[src/rtl/countdown_pkg.sv]
// Shared types and constants for the loadable countdown timer.
package countdown_pkg;

  // Timer control states; the encoding is fixed so software and debug views agree.
  typedef enum logic [1:0] {
    IDLE  = 2'd0,
    ARMED = 2'd1,
    RUN   = 2'd2,
    DONE  = 2'd3
  } state_e;

  // Default width of the count and load value.
  localparam int DEFAULT_WIDTH = 4;

endpackage : countdown_pkg

[src/rtl/countdown_timer.sv]
// Loadable down-counter with start/stop/done handshake, enable-gated
// decrement, one-cycle underflow pulse and optional auto-reload.
module countdown_timer
  import countdown_pkg::*;
#(
  parameter int WIDTH       = DEFAULT_WIDTH,
  parameter bit AUTO_RELOAD = 1'b0
) (
  input  logic             clk,
  input  logic             rst,
  input  logic             load,
  input  logic [WIDTH-1:0] load_value,
  input  logic             start,
  input  logic             stop,
  input  logic             enable,
  output logic [WIDTH-1:0] count,
  output logic             busy,
  output logic             done,
  output logic             underflow
);

  state_e           state_q, state_d;
  logic [WIDTH-1:0] count_q, count_d;
  logic [WIDTH-1:0] reload_q, reload_d;
  logic             underflow_q, underflow_d;

  // Next-state, next-count and underflow decode in priority order load > stop > start > enable.
  always_comb begin
    // NOTE: every output of this block gets a default first so no path can infer a latch.
    state_d     = state_q;
    count_d     = count_q;
    reload_d    = reload_q;
    underflow_d = 1'b0;

    if (load) begin
      // A load always re-arms, discarding any start in the same cycle.
      count_d  = load_value;
      reload_d = load_value;
      state_d  = ARMED;
    end else begin
      unique case (state_q)
        IDLE: begin
          // Nothing happens until a value has been loaded.
        end

        ARMED: begin
          if (!stop && start) begin
            if (count_q != '0) begin
              state_d = RUN;
            end else begin
              // A zero count expires immediately instead of entering RUN.
              state_d     = DONE;
              underflow_d = 1'b1;
            end
          end
        end

        RUN: begin
          if (stop) begin
            state_d = ARMED;
          end else if (enable) begin
            if (count_q == WIDTH'(1)) begin
              underflow_d = 1'b1;
              if (AUTO_RELOAD) begin
                count_d = reload_q;
              end else begin
                count_d = '0;
                state_d = DONE;
              end
            end else if (count_q != '0) begin
              // Guarded so the count can never wrap below zero.
              count_d = count_q - WIDTH'(1);
            end
          end
        end

        DONE: begin
          if (start) begin
            if (reload_q != '0) begin
              count_d = reload_q;
              state_d = RUN;
            end else begin
              // Restarting with a zero reload value expires again at once.
              underflow_d = 1'b1;
            end
          end
        end

        default: state_d = IDLE;
      endcase
    end
  end

  // State, count, reload register and underflow flops with synchronous reset.
  always_ff @(posedge clk) begin
    // NOTE: reset is sampled on the clock edge and uses non-blocking assignments like all state.
    if (rst) begin
      state_q     <= IDLE;
      count_q     <= '0;
      reload_q    <= '0;
      underflow_q <= 1'b0;
    end else begin
      state_q     <= state_d;
      count_q     <= count_d;
      reload_q    <= reload_d;
      underflow_q <= underflow_d;
    end
  end

  assign count     = count_q;
  assign underflow = underflow_q;
  assign busy      = (state_q == RUN);
  assign done      = (state_q == DONE);

endmodule : countdown_timer

[config.mk]
export PLATFORM = sky130hd
export DESIGN_NAME = countdown_timer
export DESIGN_NICKNAME = d
export VERILOG_FILES = /design/src/rtl/countdown_pkg.sv /design/src/rtl/countdown_timer.sv
export SDC_FILE = /design/constraint.sdc
export NUM_CORES = 1
export LEC_CHECK = 0
export CAP_MARGIN = 20
export CORE_MARGIN = 1
export CORE_UTILIZATION = 50
export CTS_BUF_LIST = sky130_fd_sc_hd__clkbuf_4 sky130_fd_sc_hd__clkbuf_8 sky130_fd_sc_hd__clkbuf_16
export DETAILED_ROUTE_END_ITERATION = 8
export PLACE_DENSITY = 0.81
export SETUP_SLACK_MARGIN = 0.4
export SLEW_MARGIN = 40
export SYNTH_ARGS = -nofsm -noshare
export SYNTH_HDL_FRONTEND = slang
export SYNTH_SLANG_ARGS = --single-unit
export TNS_END_PERCENT = 1
[constraint.sdc]
create_clock -name clk -period 3.7 [get_ports clk]
set_input_delay 0.555 -clock clk [delete_from_list [all_inputs] [get_ports clk]]
set_output_delay 0.555 -clock clk [all_outputs]
set_load 0.01 [all_outputs]
[Word level (Yosys, flattened, before mapping)]
Index checks and enable logic that the tools add are counted.
Storage, ports and cells
  bits in registers: 11
  latch bits: 0
  memory bits (writable): 0
  ROM bits: 0
  bits of input ports: 10
  output and inout bits: 7
  word-level logic and storage cells: 59
  memories: 0
Operators by class
  add/sub/neg operators: 1
  multipliers: 0
  divide/modulo/power cells: 0
  magnitude comparators: 0
  equality and inequality tests: 17
  shift-type cells: 0
  mux-type cells: 25
  bitwise gates (word level): 0
  reductions and logical operators: 11
Operator list (number)
  4-bit 2-to-1 mux: 7
  6-bit AND reduction: 3
  3-bit inequality test (second input constant): 5
  2-bit 2-to-1 mux: 6
  4-bit nonzero test: 3
  1-bit 2-to-1 mux: 9
  4-bit one-hot mux with 2 select lines: 1
  3-bit by 2-bit inequality test with 1-bit output (second input constant): 2
  2-bit one-hot mux with 3 select lines: 1
  3-bit nonzero test: 2
  2-bit == test (second input constant): 2
  4-bit by 1-bit == test with 1-bit output (second input constant): 1
  2-bit inequality test (second input constant): 2
  4-bit by 2-bit inequality test with 1-bit output (second input constant): 1
  4-bit by 3-bit inequality test with 1-bit output (second input constant): 1
  4-bit inequality test (second input constant): 1
  4-bit by 1-bit subtractor with 4-bit output (second input constant): 1
  1-bit one-hot mux with 3 select lines: 1
  2-bit by 1-bit == test with 1-bit output (second input constant): 1
  2-bit by 1-bit inequality test with 1-bit output (second input constant): 1
  2-bit OR reduction: 1
  1-bit logical AND: 1
  1-bit zero test: 1

[Longest topological paths before layout]
Gate-level depths: netlist of run 1.
  depth after elaboration: 7
  depth in mapped cells: 7
  gate-level depth less buffers: 7

[Worst setup path before layout of run 1]
OpenSTA, ideal clock, no wires.
  path kind: register to register
  from: reg count_q[0], in the netlist count[0]
  to: reg count_q[2], in the netlist count[2]
  setup time: 134 ps
  data arrival time: 1498 ps
  data required time: 3566 ps
  setup slack: 2068 ps
  stages on the path, launching flop included: 7
  buffers on the path: 0
  period minus slack after synthesis: 1632 ps
  cells stage by stage: dfxtp_1 > ha_1 > nor3b_1 > nor3_1 > a222oi_1 > or2_1 > a21oi_1
On the way
  longest elaborated chain between the ends: 7
  elaborated cells between the ends (all ways): 11
  those cells by class: add/sub: 1; eq/ne: 2; mux: 6; reduce/logical: 2
RTL lines
  from (decl): RTL line countdown_timer.sv:23  | logic [WIDTH-1:0] count_q, count_d;
  from (signal assigned): RTL line countdown_timer.sv:104  | count_q <= count_d;
  4-bit by 1-bit subtractor with 4-bit output: RTL line countdown_timer.sv:72  | count_d = count_q - WIDTH'(1);
  4-bit 2-to-1 mux: RTL line countdown_timer.sv:70  | end else if (count_q != '0) begin
  4-bit 2-to-1 mux: RTL line countdown_timer.sv:62  | if (count_q == WIDTH'(1)) begin
  4-bit 2-to-1 mux: RTL line countdown_timer.sv:61  | end else if (enable) begin
  4-bit 2-to-1 mux: RTL line countdown_timer.sv:59  | if (stop) begin
  4-bit one-hot mux with 2 select lines: RTL line countdown_timer.sv:41  | unique case (state_q)
  4-bit 2-to-1 mux: RTL line countdown_timer.sv:35  | if (load) begin
Parallel ways exist; a longest one is shown, timed or not. The select of a mux whose other input is x is not followed.
A chain may end at the register's enable or synchronous reset.

[Worst setup path after layout of run 1]
  from: reg state_q[1]
  to: out busy
On the way
  longest elaborated chain between the ends: 1
RTL lines
  from (decl): RTL line countdown_timer.sv:22  | state_e state_q, state_d;
  from (signal assigned): RTL line countdown_timer.sv:103  | state_q <= state_d;
  2-bit == test: RTL line countdown_timer.sv:112  | assign busy = (state_q == RUN);
  to (decl): RTL line countdown_timer.sv:17  | output logic busy,
No other way between the ends.

==> results of run 1 <==
how the worst max path moves through the flow:
stage | from | to | slack, ps | cells past startpoint
floorplan | count[0] | count[2] | 2070 | 6
global placement | load | count[0] | 1510 | 5
detailed placement | load | count[0] | 1450 | 5
CTS | state_q[1] | busy | 1550 | 2
global route | state_q[0] | done | 1490 | 2
finish | state_q[1] | busy | 1550 | 2
layer usage:
metal | track usage [%] | wire (um) | up-vias
met5 | 0 | 0 | -
met4 | 5.17 | 4 | 0
met3 | 10.4 | 77 | 2
met2 | 37.9 | 729 | 16
met1 | 29.0 | 710 | 297
li1 | - | - | 324
flip-flops by register name, summed over array words and instances, names as in the netlist:
name	count
state_q	2
underflow	1
reload_q	4
count	4
Yosys cell counts (all sizes together), types with 3 or more instances:
cell type	number
buf	4
nor2	9
dfxtp	11
nand2	6
a21oi	8
o21ai	4
a211oi	3
nor2b	4
inv	3
kinds of logic after synthesis:
kind of cell,Yosys count
and+or+nand+nor,35
muxes,2
buffers and inverters,8
DFF,11
AOI/OAI and AO/OA,23
adders and majority gates,2
power breakdown:
part	switching, mW	internal, mW	total [mW]
sequential	0.00999	0.126	0.136
clock	0.0429	0.0402	0.0830
combinational	0.0339	0.0368	0.0708
total	0.0868	0.203	0.290
placed cells by master, fill, tap and decap left out, types with 2 or more instances in the layout:
cell / synthesis / layout
nand2b_1: 2 / 2
clkdlybuf4s50_1: 0 / 16
nand3_1: 2 / 2
nor3b_1: 2 / 2
a211oi_1: 2 / 2
dfxtp_1: 11 / 11
o21ai_0: 4 / 4
nor4_1: 2 / 2
inv_1: 3 / 3
mux2i_1: 2 / 2
nor2b_1: 4 / 4
a222oi_1: 2 / 2
a21oi_1: 8 / 8
nand2_1: 6 / 6
clkbuf_4: 0 / 3
ha_1: 2 / 2
nor2_1: 9 / 9
layout make-up:
| cell class | instances | area, um^2 | share of cell area (%) |
|---|---|---|---|
| inverters | 3 | 11.3 | 1.32 |
| clock buffers | 3 | 22.5 | 2.64 |
| multi-input cells | 62 | 417 | 48.8 |
| well taps | 14 | 17.5 | 2.05 |
| flip-flops and latches | 11 | 220 | 25.8 |
| repair buffers | 16 | 160 | 18.8 |
| clock inverters | 1 | 5.00 | 0.587 |
worst min-delay path, cell delays in order (launching register included):
cell     delay, ps
dfxtp_1        330
nand2_1         70
a21oi_1         60
metrics by stage:
| step | worst slack [ps] | std cells | area, um^2 |
|---|---|---|---|
| CTS | 1550 | 110 | 853 |
| detailed placement | 1450 | 106 | 826 |
| global placement | 1510 | 106 | 826 |
| global route | 1490 | 110 | 853 |
| floorplan | 2070 | 81 | 684 |
| finish | 1550 | 110 | 853 |
==> results.md, run 1 <==
- Largest buffer count on any clock path: 2
- Max Cap Viol: 0
- Clock skew: 2.66 ps
- Antenna cells: 0
- 1st-pass router iterations: 6
- 1st-iter DRT viols: between 40 and 50
- Clock latency on the worst-skew pair: 280 ps
- Max stage delay on crit path: ~560 ps
- Worst R2R Path Depth: 6
- Adder-Cell Fraction of Synth Area: ~3.7%
- Largest family of logic cells by synthesized area: simple AND/OR/NAND/NOR gates
- PortBufs: 16
- Worst path arrival time: 1600 ps
- Initial antenna violation count: 0
- Pins Over Slew Limit: 0
- Avg Cell Area, Syn: 8.45 um^2
- Row cnt: 12
- Worst hold path type: reg2reg
- Final Hold Fails: 0
- Main synth FF type: dfxtp_1
- Slew @ Worst Pin: between 500 and 600 ps
- Critical path's top delay family: buffers and inverters
- Hold Crit Start: reload_q[1]
- Grt total ovfl: 0
- RSZ-0062 raised after global routing: no
- Min Tclk post-route: 2150 ps
- Post-Synth XOR/XNOR Area: 0%
- Vias: 639
- First-pass GRT wire length: 2.39 mm
- Largest area contributor in the netlist: dfxtp_1
- R2r setup slk: 1830 ps
- Post-CTS setup repair buffer count: 0
- Worst-path maximum fanout: 10
- Tot GR Track Use: 23.7%
- Post-synth top area share: 32.2%
- Largest net degree at the start of global routing: 15
- TritonCTS clock tree: done
- Die Height: 39.0 um
- Detailed Place HPWL: 1.17 mm
- Vias in the first global route: roughly 570
- Worst hold slack: roughly 490 ps
- Final ANT Viol Nets: 0
- I/O pins: 17
- Netlist Area Pre-Place: roughly 700 um^2
- R2r endpoint: count[2]
- Core Area: between 1000 and 1500 um^2
- Critical-path top delay cell: clkdlybuf4s50_1
- Cell Chain, Critical Path: nor2b_1, clkdlybuf4s50_1
- Gpl congestion: 0.845
- Worst r2r src: count[0]
- Syn. warnings: 0
- Die area: 1520 um^2
- Die Wd: 39.0 um
- Tcrit/Tclk final: 58.1%
- Yosys cell types: 33
- Hold-critical path depth: 2
- Post-CTS Hold Buffers: 0
- Status: completed
- Clk pin slew, worst setup/hold paths: ~70 ps
- Final WL: 1.52 mm
- Routed len/inst: 13.8 um
- Clock Sinks: 11
- Setup TNS: 0 ps
- Syn_nets: 93
- Setup-failing EPs final: 0
- FILL cells: 104
- Fmax: 465 MHz
- Root Buffer: clkbuf_4
- Critical Path RT: 3140 ps
- Final net count: 109
- Hold Crit Endpoint: reload_q[1]
- Post_cts resized: 0
- Starting density of the core: 57.7%
- Mapped Cells: 81
- Final Util: 71.9%
- Share of cells above drive strength 1: a little under a tenth
- Largest cells by area after synthesis: dfxtp_1 (32%), a21oi_1 (5.9%), nor2_1 (4.9%), a41oi_4 (4.0%), ha_1 (3.7%)
- Compound-cell area share of the yosys netlist: 26.0%
- VDD IR max: 0.227 mV
- Worst path bufs/invs: 1
- Leakage power: 0.318 nW
- Power Density: 339 nW/um^2
- Yosys reg bits: 11
- Worst setup SP type: register
- Worst slew margin: 64.9%
- Via density: approximately 5.8
- Crit. End Element: output pin
- Pwr Total: 290 uW
- Synth Area in Simple Gates: 28.3%
- Setup Crit Path Kind: reg2out
- Register area share after synthesis: between 30% and 40%
- CTS H-tree lvls: 1
- Syn-to-layout area delta: 24.7%
- TritonCTS Buffers: 3
- Mux cell area share after synthesis: 2.93%
- Asr flop ratio synth: 0%
- Post-synth EDFFs: 0
- DRC errors left: 0
(Power assumes the default switching activity.)
==> inputs of run 2 (changes only) <==
--- a/config.mk
+++ b/config.mk
@@ -7,10 +7,10 @@
 export LEC_CHECK = 0
 export CAP_MARGIN = 20
 export CORE_MARGIN = 1
-export CORE_UTILIZATION = 50
+export CORE_UTILIZATION = 47
 export CTS_BUF_LIST = sky130_fd_sc_hd__clkbuf_4 sky130_fd_sc_hd__clkbuf_8 sky130_fd_sc_hd__clkbuf_16
 export DETAILED_ROUTE_END_ITERATION = 8
-export PLACE_DENSITY = 0.81
+export PLACE_DENSITY = 0.77
 export SETUP_SLACK_MARGIN = 0.4
 export SLEW_MARGIN = 40
 export SYNTH_ARGS = -nofsm -noshare
==> constraint.sdc (replaced) <==
create_clock -name clk -period 2 [get_ports clk]
set_input_delay 0.3 -clock clk [delete_from_list [all_inputs] [get_ports clk]]
set_output_delay 0.3 -clock clk [all_outputs]
set_load 0.01 [all_outputs]
==> results.md, run 2 (synthesis results as in run 1) <==
- Status: completed
- Routed len/inst: 13.8 um (-0.53%)
- Clk pin slew, worst setup/hold paths: 70 ps (about the same)
- 1st-iter DRT viols: 25 (-40%)
- First-pass GRT wire length: 2.26 mm (-5.5%)
- Placed insts: 110 (+3.8%)
- Worst hold slack: 486 ps (-7.05 ps)
- DRC errors left: 0 (unchanged)
- Leakage power: 0.361 nW (+14%)
- PortBufs: 16 (unchanged)
- Vias in the first global route: 527 (-7.9%)
- Fmax: between 600 and 700 MHz
- Wire length on met3: 67 um (-13%)
- Switching power: 165 uW (+90%)
- 1st-pass router iterations: 4 (-2)
- Tot GR Track Use: 22.4% (-1.4 points)
- Final ANT Viol Nets: 0 (unchanged)
- Post-CTS Hold Buffers: 0 (unchanged)
- Die area: 1610 um^2 (+6.1%)
- Commonest non-fill, non-tap cell in the layout: clkdlybuf4s50_1
- Part of the power in registers: 44.8% (-2.1 points)
- Cell Chain, Critical Path: ha_1, nor3b_4, nor3_2, a222oi_1, or2_1, a21oi_1
- Largest buffer count on any clock path: 2 (unchanged)
- Switching part of the total: 29.3% (-0.63 points)
- Initial antenna violation count: 0 (unchanged)
- Clock Sinks: 11 (unchanged)
- Worst setup SP type: register
- Syn-to-layout area delta: 32.2%
- Setup-failing EPs final: 0 (unchanged)
- Post-Layout Cell Count: 114 (+3.6%)
- Clock skew: 3.20 ps (+0.533 ps)
- Slew @ Worst Pin: 460 ps (-65.5 ps)
- Critical path's top delay family: simple AND/OR/NAND/NOR gates
- Worst-path maximum fanout: 5 (-5)
- Via density: 5.92 (+1.9%)
- VDD IR max: 0.354 mV (+56%)
- Max stage delay on crit path: 420 ps (-140 ps)
- Min Tclk post-route: between 1500 and 2000 ps
- DP Worst Slack: 123 ps (-1320 ps)
- Setup Crit Path Kind: reg2reg
- Row cnt: 13 (+1)
- Share of cells above drive strength 1: 16.2% (+6.8 points)
- Critical Path RT: 2140 ps (-1000 ps)
- CTS H-tree lvls: 1 (unchanged)
- Die Wd: 40.2 um (+3.0%)
- Max Cap Viol: 0 (unchanged)
- Grt total ovfl: 0 (unchanged)
- Met1 Wirelength: 770 um (+8.5%)
- Final Hold Fails: 0 (unchanged)
- Power Density: 621 nW/um^2 (+83%)
- Worst path bufs/invs: 0 (-1)
- Worst slew margin: 69.3% (+4.4 points)
- Final worst-path setup slack: 349 ps (-1200 ps)
- Critical-path top delay cell: dfxtp_1
- DR WL met2: 712 um (-2.3%)
- Hold Crit Start: reload_q[1]
- Worst r2r src: count[0]
- Crit. End Element: register
- Vias: 675 (+5.6%)
- Root Buffer: clkbuf_4
- Gpl congestion: 0.809 (-4.2%)
- Clock latency on the worst-skew pair: 270 ps (about the same)
- I/O pins: 17 (unchanged)
- TritonCTS Buffers: 3 (unchanged)
- Pins Over Slew Limit: 0 (unchanged)
- Final WL: 1.57 mm (+3.1%)
- RSZ-0062 raised after global routing: yes
- Pint: 397 uW (+96%)
- Detailed Place HPWL: 1.13 mm (-3.6%)
- TritonCTS clock tree: done
- Worst path arrival time: 1790 ps (+190 ps)
- Comb pwr share: 24.7% (+0.3 points)
- Worst hold path type: reg2reg
- Final net count: 112 (+2.8%)
- Setup TNS: 0 ps (unchanged)
- Crit path from: count[0]
- Die Height: 40.2 um (+3.0%)
- FILL cells: 114 (+9.6%)
- Largest net degree at the start of global routing: 13 (-2)
- Core Area: 1330 um^2 (+12%)
- Clk network pwr share: 30.5% (+1.8 points)
- Starting density of the core: 51.3% (-6.4 points)
- Max Used Layer: met4
- Most frequent cells in the layout: clkdlybuf4s50_1 (14), nor2_1 (9), dfxtp_1 (9)
- Antenna cells: 0 (unchanged)
- Tcrit/Tclk final: 82.6%
-- run 2: changes by cell type in the layout (fill, tap and decap cells not counted), sizes merged --
cell           delta
buf               +3
clkdlybuf4s50     -2
clkbuf            +1
clkinv            -1
dlygate4sd2       +1
dlymetal6s2s      +1
-- run 2: final cells by class --
type	count	area [um^2]	share of cell area (%)
sequential	11	228	25.2
tap	15	18.8	2.07
multi-input combinational	62	433	47.9
timing repair buffer	19	184	20.3
clock buffer	4	30.0	3.32
inverter	3	11.3	1.24
-- run 2: per-layer routing --
layer | vias to the layer above | GRT usage [%]
met5 | - | 0
met4 | 0 | 15.5
met3 | 2 | 8.33
met2 | 23 | 31.9
met1 | 320 | 27.3
li1 | 330 | -
-- run 2: per-stage QoR --
| stage | power (mW) | instance area (um^2) | util [%] |
|---|---|---|---|
| 5_1_grt | 0.591 | 905 | 67.8 |
| 3_5_place_dp | 0.390 | 855 | 64.1 |
| 4_1_cts | 0.561 | 891 | 66.8 |
| 6_report | 0.562 | 905 | 67.8 |
| 2_1_floorplan | 0.336 | 689 | - |
| 3_3_place_gp | 0.389 | 855 | 64.1 |
-- run 2: worst paths after layout --
check / to / slack, ps / cells past startpoint
setup / recovery: count[2] / 350 / 6
hold / removal: reload_q[1] / 490 / 2
setup reg to reg: count[2] / 350 / 6
hold reg to reg: reload_q[1] / 490 / 2
-- run 2: tightest hold or removal path, stage by stage (launching register included) --
cell,delay (ps)
dfxtp_1,320
nand2_1,60
a21oi_1,50
-- run 2: what timing repair did --
action                     CTS  global route
setup endpoints to repair    4             9
pin swaps                    0             0
gates resized for setup      5             3
buffers inserted             0             0
-- run 2: power groups by stage --
| stage | logic (mW) | registers [mW] | clock network (mW) |
|---|---|---|---|
| finish | 0.139 | 0.252 | 0.171 |
| CTS | 0.135 | 0.250 | 0.176 |
| floorplan | 0.0842 | 0.251 | 0 |
| global route | 0.153 | 0.254 | 0.184 |
| detailed placement | 0.134 | 0.256 | 0 |
| global placement | 0.133 | 0.255 | 0 |
==> inputs of run 3 (changes only) <==
--- a/config.mk
+++ b/config.mk
@@ -7,10 +7,10 @@
 export LEC_CHECK = 0
 export CAP_MARGIN = 20
 export CORE_MARGIN = 1
-export CORE_UTILIZATION = 47
+export CORE_UTILIZATION = 42
 export CTS_BUF_LIST = sky130_fd_sc_hd__clkbuf_4 sky130_fd_sc_hd__clkbuf_8 sky130_fd_sc_hd__clkbuf_16
 export DETAILED_ROUTE_END_ITERATION = 8
-export PLACE_DENSITY = 0.77
+export PLACE_DENSITY = 0.73
 export SETUP_SLACK_MARGIN = 0.4
 export SLEW_MARGIN = 40
 export SYNTH_ARGS = -nofsm -noshare
==> constraint.sdc (replaced) <==
create_clock -name clk -period 1.4 [get_ports clk]
set_input_delay 0.21 -clock clk [delete_from_list [all_inputs] [get_ports clk]]
set_output_delay 0.21 -clock clk [all_outputs]
set_load 0.01 [all_outputs]
==> results.md, run 3 (synthesis results as in run 1) <==
- Status: complete, but fails checks
- Failing checks: setup timing
- Share of cells above drive strength 1: 43.2% (+27 points)
- 1st-iter DRT viols: 29 (+16%)
- Min Tclk post-route: 1560 ps (-94.9 ps)
- Hold Crit Start: reload_q[1]
- Area of the multi-input gates: 454 um^2 (+4.9%)
- Most frequent cells in the layout: buf_4 (21), nor2_1 (9), clkdlybuf4s50_1 (8)
- Hold Crit Endpoint: reload_q[1]
- TritonCTS clock tree: done
- Worst hold path type: reg2reg
- Post-CTS Hold Buffers: 0 (unchanged)
- Tcrit/Tclk final: 111% (+29 points)
- Pwr Total: 864 uW (+54%)
- Final worst-path setup slack: -156 ps (-505 ps)
- Critical Path RT: 1550 ps (-590 ps)
- Antenna cells: 0 (unchanged)
- Power Density: 802 nW/um^2 (+29%)
- 1st-pass router iterations: 4 (unchanged)
- Root Buffer: clkbuf_4
- Final instance area: 1080 um^2 (+19%)
- Die area: 1790 um^2 (+11%)
- CTS H-tree lvls: 1 (unchanged)
- FILL cells: 116 (+1.8%)
- Vias: 725 (+7.4%)
- First-pass GRT wire length: 2.81 mm (+24%)
- Slew @ Worst Pin: 373 ps (-86.1 ps)
- Placed insts: 129 (+17%)
- Leakage power: 0.451 nW (+25%)
- Post-DP Area: 1000 um^2 (+17%)
- DRC errors left: 0 (unchanged)
- I/O pins: 17 (unchanged)
- Worst R2R Path Depth: 7 (+1)
- Clock skew: 7.95 ps (+4.76 ps)
- Worst path arrival time: 1710 ps (-80 ps)
- Via density: 5.41 (-8.6%)
- Final ANT Viol Nets: 0 (unchanged)
- Worst setup SP type: register
- Die Height: 42.4 um (+5.5%)
- Die Wd: 42.4 um (+5.5%)
- Clk pin slew, worst setup/hold paths: 70 ps (about the same)
- Detailed Place HPWL: 1.35 mm (+20%)
- RSZ-0062 raised after global routing: yes
- Starting density of the core: 45.4% (-5.9 points)
- Clock latency on the worst-skew pair: 270 ps (about the same)
- Vias in the first global route: 644 (+22%)
- Worst slew margin: 75.0% (+5.8 points)
- Crit. End Element: register
- Setup-failing EPs final: 6 (+6)
- R2r endpoint: count[2]
- Final Hold Fails: 0 (unchanged)
- Worst r2r src: count[1]
- Clock Sinks: 11 (unchanged)
- Fmax: 643 MHz (+6.1%)
- Row cnt: 14 (+1)
- PortBufs: 16 (unchanged)
- Worst-path maximum fanout: 3 (-2)
- Commonest non-fill, non-tap cell in the layout: buf_4
- Post-Layout Cell Count: 134 (+18%)
- R2r setup slk: -160 ps (-510 ps)
- DP Worst Slack: -363 ps (-486 ps)
- Final Util: 71.5% (+3.7 points)
- Setup Crit Path Kind: reg2reg
- Hold-critical path depth: 2 (unchanged)
- Max Cap Viol: 0 (unchanged)
- Reg area: 235 um^2 (+3.3%)
- Largest buffer count on any clock path: 2 (unchanged)
- Pins Over Slew Limit: 0 (unchanged)
- Grt total ovfl: 0 (unchanged)
- Initial antenna violation count: 0 (unchanged)
- Final net count: 131 (+17%)
- Gpl congestion: 0.903 (+12%)
- TritonCTS Buffers: 3 (unchanged)
- Routed len/inst: 12.9 um (-6.5%)
- VDD IR max: 0.571 mV (+61%)
- Core Area: 1510 um^2 (+13%)
- Tot GR Track Use: 21.1% (-1.2 points)
- Syn-to-layout area delta: 57.4%
- Largest net degree at the start of global routing: 10 (-3)
- Final WL: 1.73 mm (+9.9%)
-- run 3: cell count changes in the layout (fill, tap and decap cells not counted), moves of 2 or more --
cell / change
clkdlybuf4s50_1: -6
buf_6: +6
dfxtp_2: +3
buf_2: +2
buf_4: +18
dfxtp_1: -4
ha_1: -2
-- run 3: cell type report --
type / instances / area share (%)
Inverter: 3 / 1.28
Clock buffer: 4 / 2.79
Tap cell: 16 / 1.86
Multi-Input combinational cell: 62 / 42.2
Sequential cell: 11 / 21.8
Timing Repair Buffer: 38 / 30.1
-- run 3: repair_timing --
| item | 4_1_cts | 5_1_grt |
|---|---|---|
| setup endpoints to repair | 17 | 13 |
| setup buffers | 0 | 1 |
| pin swaps | 5 | 4 |
| gates resized for setup | 45 | 4 |
-- run 3: through the flow --
step	TNS, ps	hold WS (ps)
floorplan	-133	330
global route	-1180	519
global placement	-1130	471
finish	-712	493
CTS	-688	492
detailed placement	-1480	481
-- run 3: worst max path at each step --
stage | startpoint | end | slack (ps) | depth (start not counted)
after CTS | count[1] | count[3] | -160 | 7
after floorplan | count[1] | count[0] | -90 | 7
after global routing | count[1] | count[2] | -260 | 7
final | count[1] | count[2] | -160 | 7
after detailed placement | enable | count[1] | -360 | 6
after global placement | enable | count[2] | -310 | 6
-- run 3: per-layer routing --
| metal | share of wire [%] | GRT usage (%) |
|---|---|---|
| met1 | 47 | 26.9 |
| met2 | 48 | 32.6 |
| met3 | 3.8 | 7.76 |
| met4 | 0.87 | 7.50 |
| met5 | 0 | 0 |
-- run 3: worst max-delay path: stages (launching register included) --
cell and delay [ps]:
dfxtp_2 340, inv_4 60, ha_4 120, nor3b_4 270
nor3_2 90, a222oi_1 340, or2_1 170, a21oi_2 50
-- run 3: report_power, final --
group / internal (mW) / total [mW] / switching (mW)
logic: 0.158 / 0.275 / 0.118
clock network: 0.130 / 0.231 / 0.102
registers: 0.334 / 0.358 / 0.0239
total: 0.621 / 0.864 / 0.243
==> RTL change 1: new RTL, settings of run 3 <==
Change the package constant `DEFAULT_WIDTH` from 4 to 3.
--- a/src/rtl/countdown_pkg.sv
+++ b/src/rtl/countdown_pkg.sv
@@ -11,5 +11,5 @@
 
   // Default width of the count and load value.
-  localparam int DEFAULT_WIDTH = 4;
+  localparam int DEFAULT_WIDTH = 3;
 
 endpackage : countdown_pkg
Interface: changed (resized count and load_value); port bits go from 17 to 15. The function was not compared with the original's and may differ.
==> RTL change 1 against run 3 <==
The run still ends with setup timing left; total power fell by 10%; sequential cell count fell by 2; worst hold slack got worse by 0.17 ns; routed wire length up 12%; synthesized area fell by 7.1%; fmax decreased by 3.9%; worst setup slack worse by 0.062 ns; core utilization rose by 9.9 points; die area down 6.8%; cell area up 2.0%; largest power group unchanged; highest routed layer unchanged; critical endpoint is now count[1]$_SDFFE_PP0P_.
==> RTL change 1: results <==
[place]
place_area_um2 = 1000
dp_slack_ns = -0.492
gp_congestion = 0.860
hpwl_um = 1410
port_buffers = 14

[routing]
finalWirelength_um = 1940
drt_iter0_drc = 17
wl_met2_um = 1020
met3RoutedLength_um = 88
wirelength_met1_um = 822
vias_per_cell = 5.65

[setup_path]
rr_worst_depth = 6
crit_arrival_ns = 1.75

[synthesis]
muxShareOfSynthArea_pct = 3.15
synth_compound_gate_area_share_pct = 29.7
async_flop_share_pct = 0
synthTopCellsByArea = dfxtp_1 28%, a211oi_1 7.1%, ha_1 5.9%
synthAdderAreaFrac_pct = 5.91
avgSynthCellArea_um2 = 8.47
yosysWarnings = 0
yosys-top-cells-count = 9 x dfxtp_1, 8 x nor2_1, 6 x a211oi_1
synthDistinctLibCells = 36

[global_route]
grtUsageMet3_pct = 8.15
grt_util_met1_pct = 32.0
grtUsageTotal_pct = 27.5
grt_pass1_vias = 680
gr-usage-met2_pct = 48.8
grt_pass1_wl_um = 2910

[sta]
setup_slack_ns = -0.218
fin_hold_ws_ns = 0.321
skew_ns = 0.00650
setup_viol = 4
fin_setup_tns_ns = -0.741

[power]
power.switching_mw = 0.226
seqPwrFrac_pct = 37.3
powerComb_mw = 0.265
leakage_nw = 0.504
powerSeq_mw = 0.290
peakVddDrop_v = 0.000546

[layout]
fin_cells = 130
n_antenna_cell = 0
nFillCells = 86
drive_above_1_share_pct = 53.9

[status]
violations = setup timing
run_status = complete, but fails checks

[clock_network]
ctsResizeCount = 42

[hold_path]
hp-class = in2reg
min_path_cells = 4
[RTL change 1: cell type report]
| type | count | area, um2 | share of cell area (%) |
|---|---|---|---|
| Tap cell | 15 | 18.8 | 1.71 |
| Timing Repair Buffer | 40 | 358 | 32.6 |
| Sequential cell | 9 | 196 | 17.9 |
| Inverter | 6 | 25.0 | 2.28 |
| Multi-Input combinational cell | 56 | 470 | 42.8 |
| Clock buffer | 4 | 30.0 | 2.73 |
[RTL change 1: final timing paths]
check | start | end
max reg2reg | count[0]$_SDFFE_PP0P_ | count[1]$_SDFFE_PP0P_
min reg2reg | reload_q[2]$_SDFFE_PP0P_ | reload_q[2]$_SDFFE_PP0P_
max | count[0]$_SDFFE_PP0P_ | count[1]$_SDFFE_PP0P_
min | stop | underflow$_SDFF_PP0_
[RTL change 1: critical path, cell delays in order (launching register included)]
cell and delay, ns:
dfxtp_4 0.36, inv_2 0.06, ha_2 0.17, or4b_4 0.48
o211a_1 0.17, a211oi_2 0.18, nor3_1 0.07
==> RTL change 2: new RTL, config.mk and constraints of run 3 <==
Made on the original files. Reset style: asynchronous (`rst`), changed in one clocked block. Comments in the files are not updated.
--- a/src/rtl/countdown_timer.sv
+++ b/src/rtl/countdown_timer.sv
@@ -93,5 +93,5 @@
 
   // State, count, reload register and underflow flops with synchronous reset.
-  always_ff @(posedge clk) begin
+  always_ff @(posedge clk or posedge rst) begin
     // NOTE: reset is sampled on the clock edge and uses non-blocking assignments like all state.
     if (rst) begin
Formal check against the unedited RTL: differs if rst is asserted again (counterexample within 4 cycles, from zero or initial values and one cycle with rst high); with rst held inactive, the same outputs for 10 cycles.
==> RTL change 2 against run 3 <==
The flow still finishes with violations (setup timing); routed wire length up 23%; worst setup slack worse by 0.44 ns; cell area up 9.4%; largest cell class unchanged; synthesized area up 7.7%; fmax down 22%; highest routed layer unchanged; critical endpoint is now count[3]$_DFFE_PP0P_; core utilization up 3.3 points; sequential cell count unchanged.
Power is not compared: it rests on default switching activity, and its combinational part moved more than twofold at a synthesized area within 25%.
==> RTL change 2: results <==
[synthesis]
yosys-top-cells-count = 11 x dfrtp_1, 11 x inv_1, 9 x nand2_1
muxShareOfSynthArea_pct = 4.07
synth_compound_gate_area_share_pct = 22.1
ys.flop_type = dfrtp_1
synthAdderAreaFrac_pct = 5.09
yosysWarnings = 0
synthTopCellsByArea = dfrtp_1 37%, inv_1 5.6%, o21ai_0 5.4%
ys_seq_area_share_pct = 37.4
async_flop_share_pct = 100
synthDistinctLibCells = 31

[global_route]
grt_pass1_wl_um = 3370
grtUsageTotal_pct = 24.2
grt_max_degree = 12

[place]
place_area_um2 = 1060
gp_congestion = 0.841
hpwl_um = 1510

[routing]
finalWirelength_um = 2120
num_vias = 779
drt-pass1-iter-count = 6
drt_iter0_drc = 26

[layout]
nFillCells = 109
nets = 141
drive_above_1_share_pct = 44.9

[sta]
setup_slack_ns = -0.600
relSlewSlack_pct = 68.9
setup_viol = 7
fin_setup_tns_ns = -2.87
skew_ns = 0.00640

[setup_path]
crit_fanout = 5
critPathLaunch = count[0]$_DFFE_PP0P_
start_kind = flop

[hold_path]
hp-class = in2async

[power]
peakVddDrop_v = 0.000978

[status]
run_status = complete, but fails checks
violations = setup timing

[clock_network]
cts-buffers-inserted = 3
## RTL change 2: cell types whose count changed in the layout (fill, tap and decap cells not counted), sizes merged, moves of 3 or more
cell,run 3,this run
buf,29,36
nor2b,4,1
a21oi,8,5
dfxtp,11,0
nor2,9,4
nand2,6,9
o21ai,4,8
dfrtp,0,11
inv,3,11
## RTL change 2: cell type report
cell class,instances,area (um2),share of cell area (%)
inverter,11,41.3,3.50
multi-input combinational,55,427,36.2
clock buffer,4,30.0,2.55
tap,16,20.0,1.70
sequential,11,275,23.4
timing repair buffer,46,385,32.7
## RTL change 2: where the power goes
part / internal, mW / leakage [nW] / switching [mW]
Combinational: 0.471 / 0.427 / 0.364
Sequential: 0.375 / 0.135 / 0.0504
Clock: 0.130 / 0.0184 / 0.103
## RTL change 2: logic make-up after synthesis
kind of cell | count (synthesis)
AND/OR/NAND/NOR | 28
AO/OA/AOI/OAI | 22
buffers and inverters | 14
flip-flops | 11
adder cells (fa/ha/maj) | 3
multiplexers | 2
## RTL change 2: worst max-delay path: stages, from the launching register on
cell	delay, ns
dfrtp_1	0.42
inv_2	0.10
ha_4	0.13
or4b_4	0.46
a221oi_4	0.40
buf_4	0.18
buf_4	0.10
o21ai_1	0.08
## RTL change 2: repair_timing
action	4_1_cts	5_1_grt
buffers inserted	3	5
pin swaps	5	3
setup endpoints to repair	17	16
gates resized for setup	41	1
## RTL change 2: path summary, 6_finish.rpt
path                                      endpoint  slack (ns)
max reg2reg                   count[3]$_DFFE_PP0P_       -0.60
min                           count[1]$_DFFE_PP0P_        0.23
max                           count[3]$_DFFE_PP0P_       -0.60
min reg2reg                reload_q[0]$_DFFE_PP0P_        0.52
max in group asynchronous   state_q[1]$_DFFE_PP0P_        0.87
min in group clk           reload_q[0]$_DFFE_PP0P_        0.49
## RTL change 2: metrics by stage
stage	setup WS, ns	hold slack [ns]	instances	utilization (%)
floorplan	-0.534	0.0624	80	-
finish	-0.600	0.230	143	74.8
global route	-0.674	0.271	143	74.8
global placement	-0.488	0.502	131	67.4
detailed placement	-0.575	0.514	131	67.4
CTS	-0.573	0.245	138	72.2
## RTL change 2: layer usage
layer	global-route usage (%)	share of wire (%)
met4	9.09	2.7
met1	29.0	42
met3	4.58	3.8
met2	42.7	51
met5	0	0
